--- src/rtl/ibexc_tsmap_arbiter_pkg.sv ---
// Shared types for the TS-map arbiter: bus op encoding, RMW context and response source.
package ibexc_tsmap_arbiter_pkg;

    localparam int unsigned DataW = 32;
    localparam int unsigned BeW   = DataW / 8;

    typedef enum logic [1:0] {
        TSMAP_READ  = 2'd0,
        TSMAP_WRITE = 2'd1,
        TSMAP_SET   = 2'd2,
        TSMAP_CLR   = 2'd3
    } tsmap_op_e;

    // Which source drives bus_rdata_o on the response cycle.
    typedef enum logic [1:0] {
        RSRC_NONE = 2'd0,
        RSRC_RAM  = 2'd1,
        RSRC_OLD  = 2'd2
    } rsrc_e;

    typedef struct packed {
        tsmap_op_e        op;
        logic [DataW-1:0] mask;
    } tsmap_rmw_t;

    function automatic logic [DataW-1:0] rmw_apply(input tsmap_op_e        op,
                                                   input logic [DataW-1:0] old,
                                                   input logic [DataW-1:0] mask);
        return (op == TSMAP_CLR) ? (old & ~mask) : (old | mask);
    endfunction

endpackage

--- src/rtl/ibexc_tsmap_arbiter.sv ---
// Shares the single-port TS-map SRAM between the non-stallable core read port and
// the allocator/revoker bus port (read, write, atomic bit set/clear via internal RMW).
module ibexc_tsmap_arbiter
    import ibexc_tsmap_arbiter_pkg::*;
#(
    parameter int unsigned TSMapSize = 1024,
    parameter int unsigned AddrW     = 16,
    parameter int unsigned StallMax  = 255
) (
    input  logic             clk_i,
    input  logic             rst_ni,
    input  logic             core_cs_i,
    input  logic [AddrW-1:0] core_addr_i,
    output logic [DataW-1:0] core_rdata_o,
    input  logic             bus_req_i,
    input  logic [1:0]       bus_op_i,
    input  logic [AddrW-1:0] bus_addr_i,
    input  logic [DataW-1:0] bus_wdata_i,
    input  logic [BeW-1:0]   bus_be_i,
    output logic             bus_gnt_o,
    output logic             bus_rvalid_o,
    output logic [DataW-1:0] bus_rdata_o,
    output logic             bus_err_o,
    output logic             ram_req_o,
    output logic             ram_we_o,
    output logic [AddrW-1:0] ram_addr_o,
    output logic [DataW-1:0] ram_wdata_o,
    output logic [BeW-1:0]   ram_be_o,
    input  logic [DataW-1:0] ram_rdata_i,
    output logic             starve_o
);

    localparam int unsigned CntW = $clog2(StallMax + 1);

    localparam logic [1:0] ST_IDLE    = 2'd0;
    localparam logic [1:0] ST_RMW_CAP = 2'd1;
    localparam logic [1:0] ST_RMW_WR  = 2'd2;

    logic [1:0]       state_q, state_d;
    tsmap_rmw_t       rmw_q, rmw_d;
    logic [AddrW-1:0] rmw_addr_q, rmw_addr_d;
    logic [DataW-1:0] old_q, old_d;
    logic             pend_q, pend_d;
    logic             err_q, err_d;
    rsrc_e            src_q, src_d;
    logic [CntW-1:0]  cnt_q, cnt_d;
    logic             bus_ram;
    logic             bus_oob;
    tsmap_op_e        bus_op;

    assign bus_op  = tsmap_op_e'(bus_op_i);
    assign bus_oob = (bus_addr_i >= AddrW'(TSMapSize));

    // Core read always owns the RAM; bus and RMW traffic fill the idle cycles.
    always_comb begin
        state_d     = state_q;
        rmw_d       = rmw_q;
        rmw_addr_d  = rmw_addr_q;
        old_d       = old_q;
        pend_d      = 1'b0;
        err_d       = 1'b0;
        src_d       = RSRC_NONE;
        cnt_d       = cnt_q;
        bus_ram     = 1'b0;
        bus_gnt_o   = 1'b0;
        ram_req_o   = core_cs_i;
        ram_we_o    = 1'b0;
        ram_addr_o  = core_addr_i;
        ram_wdata_o = '0;
        ram_be_o    = '0;

        case (state_q)
            ST_IDLE: begin
                if (bus_req_i && !core_cs_i) begin
                    bus_gnt_o = 1'b1;
                    if (bus_oob) begin
                        pend_d = 1'b1;
                        err_d  = 1'b1;
                    end else begin
                        bus_ram    = 1'b1;
                        ram_req_o  = 1'b1;
                        ram_addr_o = bus_addr_i;
                        case (bus_op)
                            TSMAP_READ: begin
                                pend_d = 1'b1;
                                src_d  = RSRC_RAM;
                            end
                            TSMAP_WRITE: begin
                                ram_we_o    = 1'b1;
                                ram_wdata_o = bus_wdata_i;
                                ram_be_o    = bus_be_i;
                                pend_d      = 1'b1;
                            end
                            TSMAP_SET, TSMAP_CLR: begin
                                rmw_d.op   = bus_op;
                                rmw_d.mask = bus_wdata_i;
                                rmw_addr_d = bus_addr_i;
                                state_d    = ST_RMW_CAP;
                            end
                        endcase
                    end
                end
            end
            ST_RMW_CAP: begin
                old_d   = ram_rdata_i;
                state_d = ST_RMW_WR;
            end
            ST_RMW_WR: begin
                // Holding under core traffic is safe: nothing else writes the RAM.
                if (!core_cs_i) begin
                    bus_ram     = 1'b1;
                    ram_req_o   = 1'b1;
                    ram_we_o    = 1'b1;
                    ram_addr_o  = rmw_addr_q;
                    ram_wdata_o = rmw_apply(rmw_q.op, old_q, rmw_q.mask);
                    ram_be_o    = '1;
                    pend_d      = 1'b1;
                    src_d       = RSRC_OLD;
                    state_d     = ST_IDLE;
                end
            end
            default: state_d = ST_IDLE;
        endcase

        if (bus_ram) begin
            cnt_d = '0;
        end else if (((state_q == ST_IDLE && bus_req_i) || state_q == ST_RMW_WR) &&
                     core_cs_i && (cnt_q != CntW'(StallMax))) begin
            cnt_d = cnt_q + CntW'(1);
        end
    end

    always_ff @(posedge clk_i or negedge rst_ni) begin
        if (!rst_ni) begin
            state_q    <= ST_IDLE;
            rmw_q      <= '0;
            rmw_addr_q <= '0;
            old_q      <= '0;
            pend_q     <= 1'b0;
            err_q      <= 1'b0;
            src_q      <= RSRC_NONE;
            cnt_q      <= '0;
        end else begin
            state_q    <= state_d;
            rmw_q      <= rmw_d;
            rmw_addr_q <= rmw_addr_d;
            old_q      <= old_d;
            pend_q     <= pend_d;
            err_q      <= err_d;
            src_q      <= src_d;
            cnt_q      <= cnt_d;
        end
    end

    assign core_rdata_o = ram_rdata_i;
    assign bus_rvalid_o = pend_q;
    assign bus_err_o    = pend_q & err_q;
    assign starve_o     = (cnt_q == CntW'(StallMax));

    always_comb begin
        bus_rdata_o = '0;
        if (pend_q) begin
            case (src_q)
                RSRC_RAM: bus_rdata_o = ram_rdata_i;
                RSRC_OLD: bus_rdata_o = old_q;
                default:  bus_rdata_o = '0;
            endcase
        end
    end

    a_gnt_no_core: assert property (@(posedge clk_i) disable iff (!rst_ni)
        bus_gnt_o |-> !core_cs_i);

    a_ram_owner: assert property (@(posedge clk_i) disable iff (!rst_ni)
        ram_req_o |-> (core_cs_i || bus_gnt_o || state_q == ST_RMW_WR));

    a_one_rvalid: assert property (@(posedge clk_i) disable iff (!rst_ni)
        bus_rvalid_o |-> $past(bus_gnt_o || (state_q == ST_RMW_WR && ram_we_o)));

    a_req_hold: assert property (@(posedge clk_i) disable iff (!rst_ni)
        (bus_req_i && !bus_gnt_o) |=> (bus_req_i && $stable(bus_op_i) && $stable(bus_addr_i)));

endmodule

--- config.mk ---
export PLATFORM = sky130hd
export DESIGN_NAME = ibexc_tsmap_arbiter
export DESIGN_NICKNAME = d
export VERILOG_FILES = /design/src/rtl/ibexc_tsmap_arbiter_pkg.sv /design/src/rtl/ibexc_tsmap_arbiter.sv
export SDC_FILE = /design/constraint.sdc
export NUM_CORES = 1
export LEC_CHECK = 0
export ABC_AREA = 1
export CAP_MARGIN = 0
export CORE_AREA = 10 10 137 139
export CTS_CLUSTER_DIAMETER = 40
export DETAILED_ROUTE_END_ITERATION = 7
export DIE_AREA = 0 0 147 149
export GPL_ROUTABILITY_DRIVEN = 0
export PLACE_DENSITY_LB_ADDON = 0.2
export SYNTH_ARGS = -nofsm -noshare
export SYNTH_HDL_FRONTEND = slang
export SYNTH_SLANG_ARGS = --single-unit
--- constraint.sdc ---
create_clock -name clk_i -period 3.8 [get_ports clk_i]
set_input_delay 0.76 -clock clk_i [delete_from_list [all_inputs] [get_ports clk_i]]
set_output_delay 0.76 -clock clk_i [all_outputs]
set_load 0.005 [all_outputs]
==> flow_summary_export.csv, run 1 <==
group,metric,value,unit
timing,clock_skew,7.36,ps
synthesis,synth_cell_types,27,
timing,timing.final.hold_violations,0,
floorplan,core-area,0.0162,mm2
cts,post_cts_buffers,0,
timing,period_minus_slack,3620,ps
worst_setup_path,slowest_delay,540,ps
cts,htreeDepth,3,
drt,wire_per_inst,16.6,um
placement,portBuffers,227,
worst_setup_path,cp-end-kind,"output pin",
final_layout,syn2layout_area_growth,47.3,%
worst_setup_path,crit_end,"ram_wdata_o[9]",
worst_setup_path,cp.depth,8,
global_routing,grt_overflow,0,
pwr,power.total,2.45,mW
global_routing,antenna_found_initial,0,
cts,clock_latency,340,ps
cts,ctsResizeCount,0,
floorplan,ios,228,
global_routing,grt_usage,0.165,
synthesis,synth-seq-area-share,0.437,
pwr,power.density,302,mW/mm2
synthesis,synth_cells,697,
timing,finalSetupTns,0,ps
worst_setup_path,arrival,2860,ps
synthesis,ys_seq_elements,96,
global_routing,grt-busiest-layer,"met2",
cts,tritoncts,"done",
timing,setup_viol,0,
placement,dp_hpwl,13700,um
floorplan,rows,47,
min_path,hold_path.class,"flop to flop",
worst_setup_path,crit_buf_inv,3,
synthesis,synthArstFlopShare,1.00,
timing,hold_ws,476,ps
cts,cts-root-buf,"clkbuf_16",
global_routing,grt_pass1_wl,29200,um
synthesis,synth_ff_type,"dfrtp_1",
timing,worstMarginPinSlew,916,ps
worst_setup_path,startpoint_type,"input pin",
final_layout,multi_input_area,0.00243,mm2
outcome,outcome,"finished clean",
drt,drc,0,
timing,fmax,276,MHz
floorplan,die_y,149,um
drt,drt_wl_total,18400,um
final_layout,fill_cells,1572,
synthesis,ys_warn_count,0,
synthesis,ys_top_cells_by_area,"dfrtp_1 (44%), nand2_1 (16%), mux2_2 (6.6%), buf_4 (4.6%), o211ai_1 (4.5%)",
synthesis,synth_common_cells,"nand2_1 (230), dfrtp_1 (96), inv_1 (65)",
pwr,irDropWorstVdd,0.209,mV
synthesis,yosysMostFrequentCell,"nand2_1",
worst_setup_path,path_class,"input pin to output pin",
timing,relSlewSlack,0.387,
synthesis,syn_area_per_cell,7.89,um2
job,max_cap_violations,0,
synthesis,synth_edf_count,0,
synthesis,synth_largest_area_cell,"dfrtp_1",
worst_setup_path,crit_chain,"clkdlybuf4s50_1 > nor2_1 > nand3_1 > nor2_4 > nand3_2 > buf_4 > o21ai_0 > clkdlybuf4s50_1",
timing,maxSlewViolCount,0,
worst_setup_path,cpLargestDelayFamily,"buffers and inverters",
final_layout,seq_area,0.00240,mm2
timing,rsz0062_at_grt,"no",
final_layout,finalNonFillerCells,1109,
worst_setup_path,required,3040,ps
worst_setup_path,startpoint,"bus_addr_i[11]",
drt,first_pass_iters,4,
floorplan,initial_utilization,0.340,
floorplan,die-area,0.0219,mm2
global_routing,first_global_vias,5282,
drt,drtIter0Drc,239,
worst_setup_path,crit_path_top_delay_cell,"clkdlybuf4s50_1",
global_routing,met3_usage,0.0558,
cts,path_clk_slew,70,ps
worst_setup_path,critPathMostFrequentCell,"clkdlybuf4s50_1",
timing,finalCritPeriodShare,0.954,
cts,cts.sinks,96,
synthesis,syn_area,0.00550,mm2
worst_setup_path,r2r_setup_slack,1820,ps
final_layout,nets,993,
global_routing,grt_use_met2,0.276,
worst_setup_path,timing.rr.end,"rmw_addr_q[8]$_DFFE_PN0P_",
placement,placed_cells,1093,
worst_setup_path,cp_max_fo,37,
floorplan,die_w,147,um
final_layout,diodes,0,
drt,postRouteAntennaNets,0,
worst_setup_path,r2r_cells,7,
drt,vias_per_cell,4.70,
synthesis,yosys.area.top_type_share,0.437,
cts,cts_hold_buf,0,
global_routing,grt.met1_usage,0.204,
cts,cts_made_buffers,9,
worst_setup_path,reg2reg_from,"state_q[1]$_DFFE_PN0P_",
pwr,leakagePower,3.45,nW
cts,clock_path_buffers,2,
drt,num_vias,5217,
global_routing,grt_max_degree,62,
synthesis,syn-num-nets,806,
final_layout,drive_above_1_share,0.0990,
[layout make-up]
cell class,count,share of cell area
Sequential cell,96,0.297
Clock inverter,3,0.00571
Multi-Input combinational cell,467,0.300
Clock buffer,13,0.0346
Inverter,66,0.0306
Timing Repair Buffer,244,0.299
Tap cell,220,0.0340
[cells in the final DEF, fill, tap and decap left out, types with 2 or more instances in the layout]
cell type / n
nor2_4: 2
nand3_2: 2
buf_12: 2
buf_4: 16
o21ai_1: 22
o21ai_0: 41
o211ai_1: 33
nand2_2: 2
clkbuf_16: 9
o21ai_2: 13
dfrtp_1: 96
clkbuf_8: 4
nor2_1: 15
inv_1: 65
xor2_1: 3
clkdlybuf4s50_1: 226
nand3_1: 32
nand2_1: 229
mux2_2: 32
ha_1: 3
a21oi_1: 33
[per-stage QoR]
stage	utilization	cell area [um2]	setup slack, ps
2_1_floorplan	-	5500	1390
3_3_place_gp	0.481	7770	260
3_5_place_dp	0.481	7770	145
4_1_cts	0.501	8100	147
5_1_grt	0.501	8100	9.96
6_report	0.501	8100	175
[cells by family after synthesis]
| family | share of synthesized area |
|---|---|
| compound gates | 0.153 |
| xor+xnor | 0.00478 |
| fa+ha+maj | 0.00683 |
| buf+inv | 0.124 |
| flops | 0.437 |
| mux | 0.0655 |
| simple gates | 0.209 |
[flip-flops by register name (all words and copies together), names as in the netlist]
signal,cells
rmw_q,34
err_q,1
old_q,32
rmw_addr_q,16
bus_rvalid_o,1
src_q,2
cnt_q,8
state_q,2
[power by group]
group	internal (mW)	switching (mW)
clock	0.585	0.384
sequential	1.08	0.0542
combinational	0.204	0.138
[per-layer routing]
layer  up-vias  wire length, um
li1       2614                -
met1      2405             8240
met2       191             8530
met3         7             1530
met4         0               82
met5         -                0
[worst min path at each step]
stage                            end             startpoint  cells past startpoint  slack (ps)
2_1_floorplan  rmw_q[33]$_DFFE_PN0P_  rmw_q[33]$_DFFE_PN0P_                      1         440
3_3_place_gp   rmw_q[33]$_DFFE_PN0P_  rmw_q[33]$_DFFE_PN0P_                      1         460
3_5_place_dp   rmw_q[33]$_DFFE_PN0P_  rmw_q[33]$_DFFE_PN0P_                      1         460
4_1_cts        rmw_q[33]$_DFFE_PN0P_  rmw_q[33]$_DFFE_PN0P_                      1         480
5_1_grt        rmw_q[33]$_DFFE_PN0P_  rmw_q[33]$_DFFE_PN0P_                      1         490
6_report       rmw_q[33]$_DFFE_PN0P_  rmw_q[33]$_DFFE_PN0P_                      1         480
(Power assumes the default switching activity.)
==> inputs of run 2 (changes only) <==
TNS_END_PERCENT = 5   (was default)
==> results of run 2 <==
Final layout, timing and power as in run 1 (identical DEF).
==> inputs of run 3 (changes only) <==
CTS_CLUSTER_DIAMETER = 150   (was 40)
CTS_CLUSTER_SIZE = 24   (was default)
==> results of run 3 <==
Final layout, timing and power as in run 1 (identical DEF).
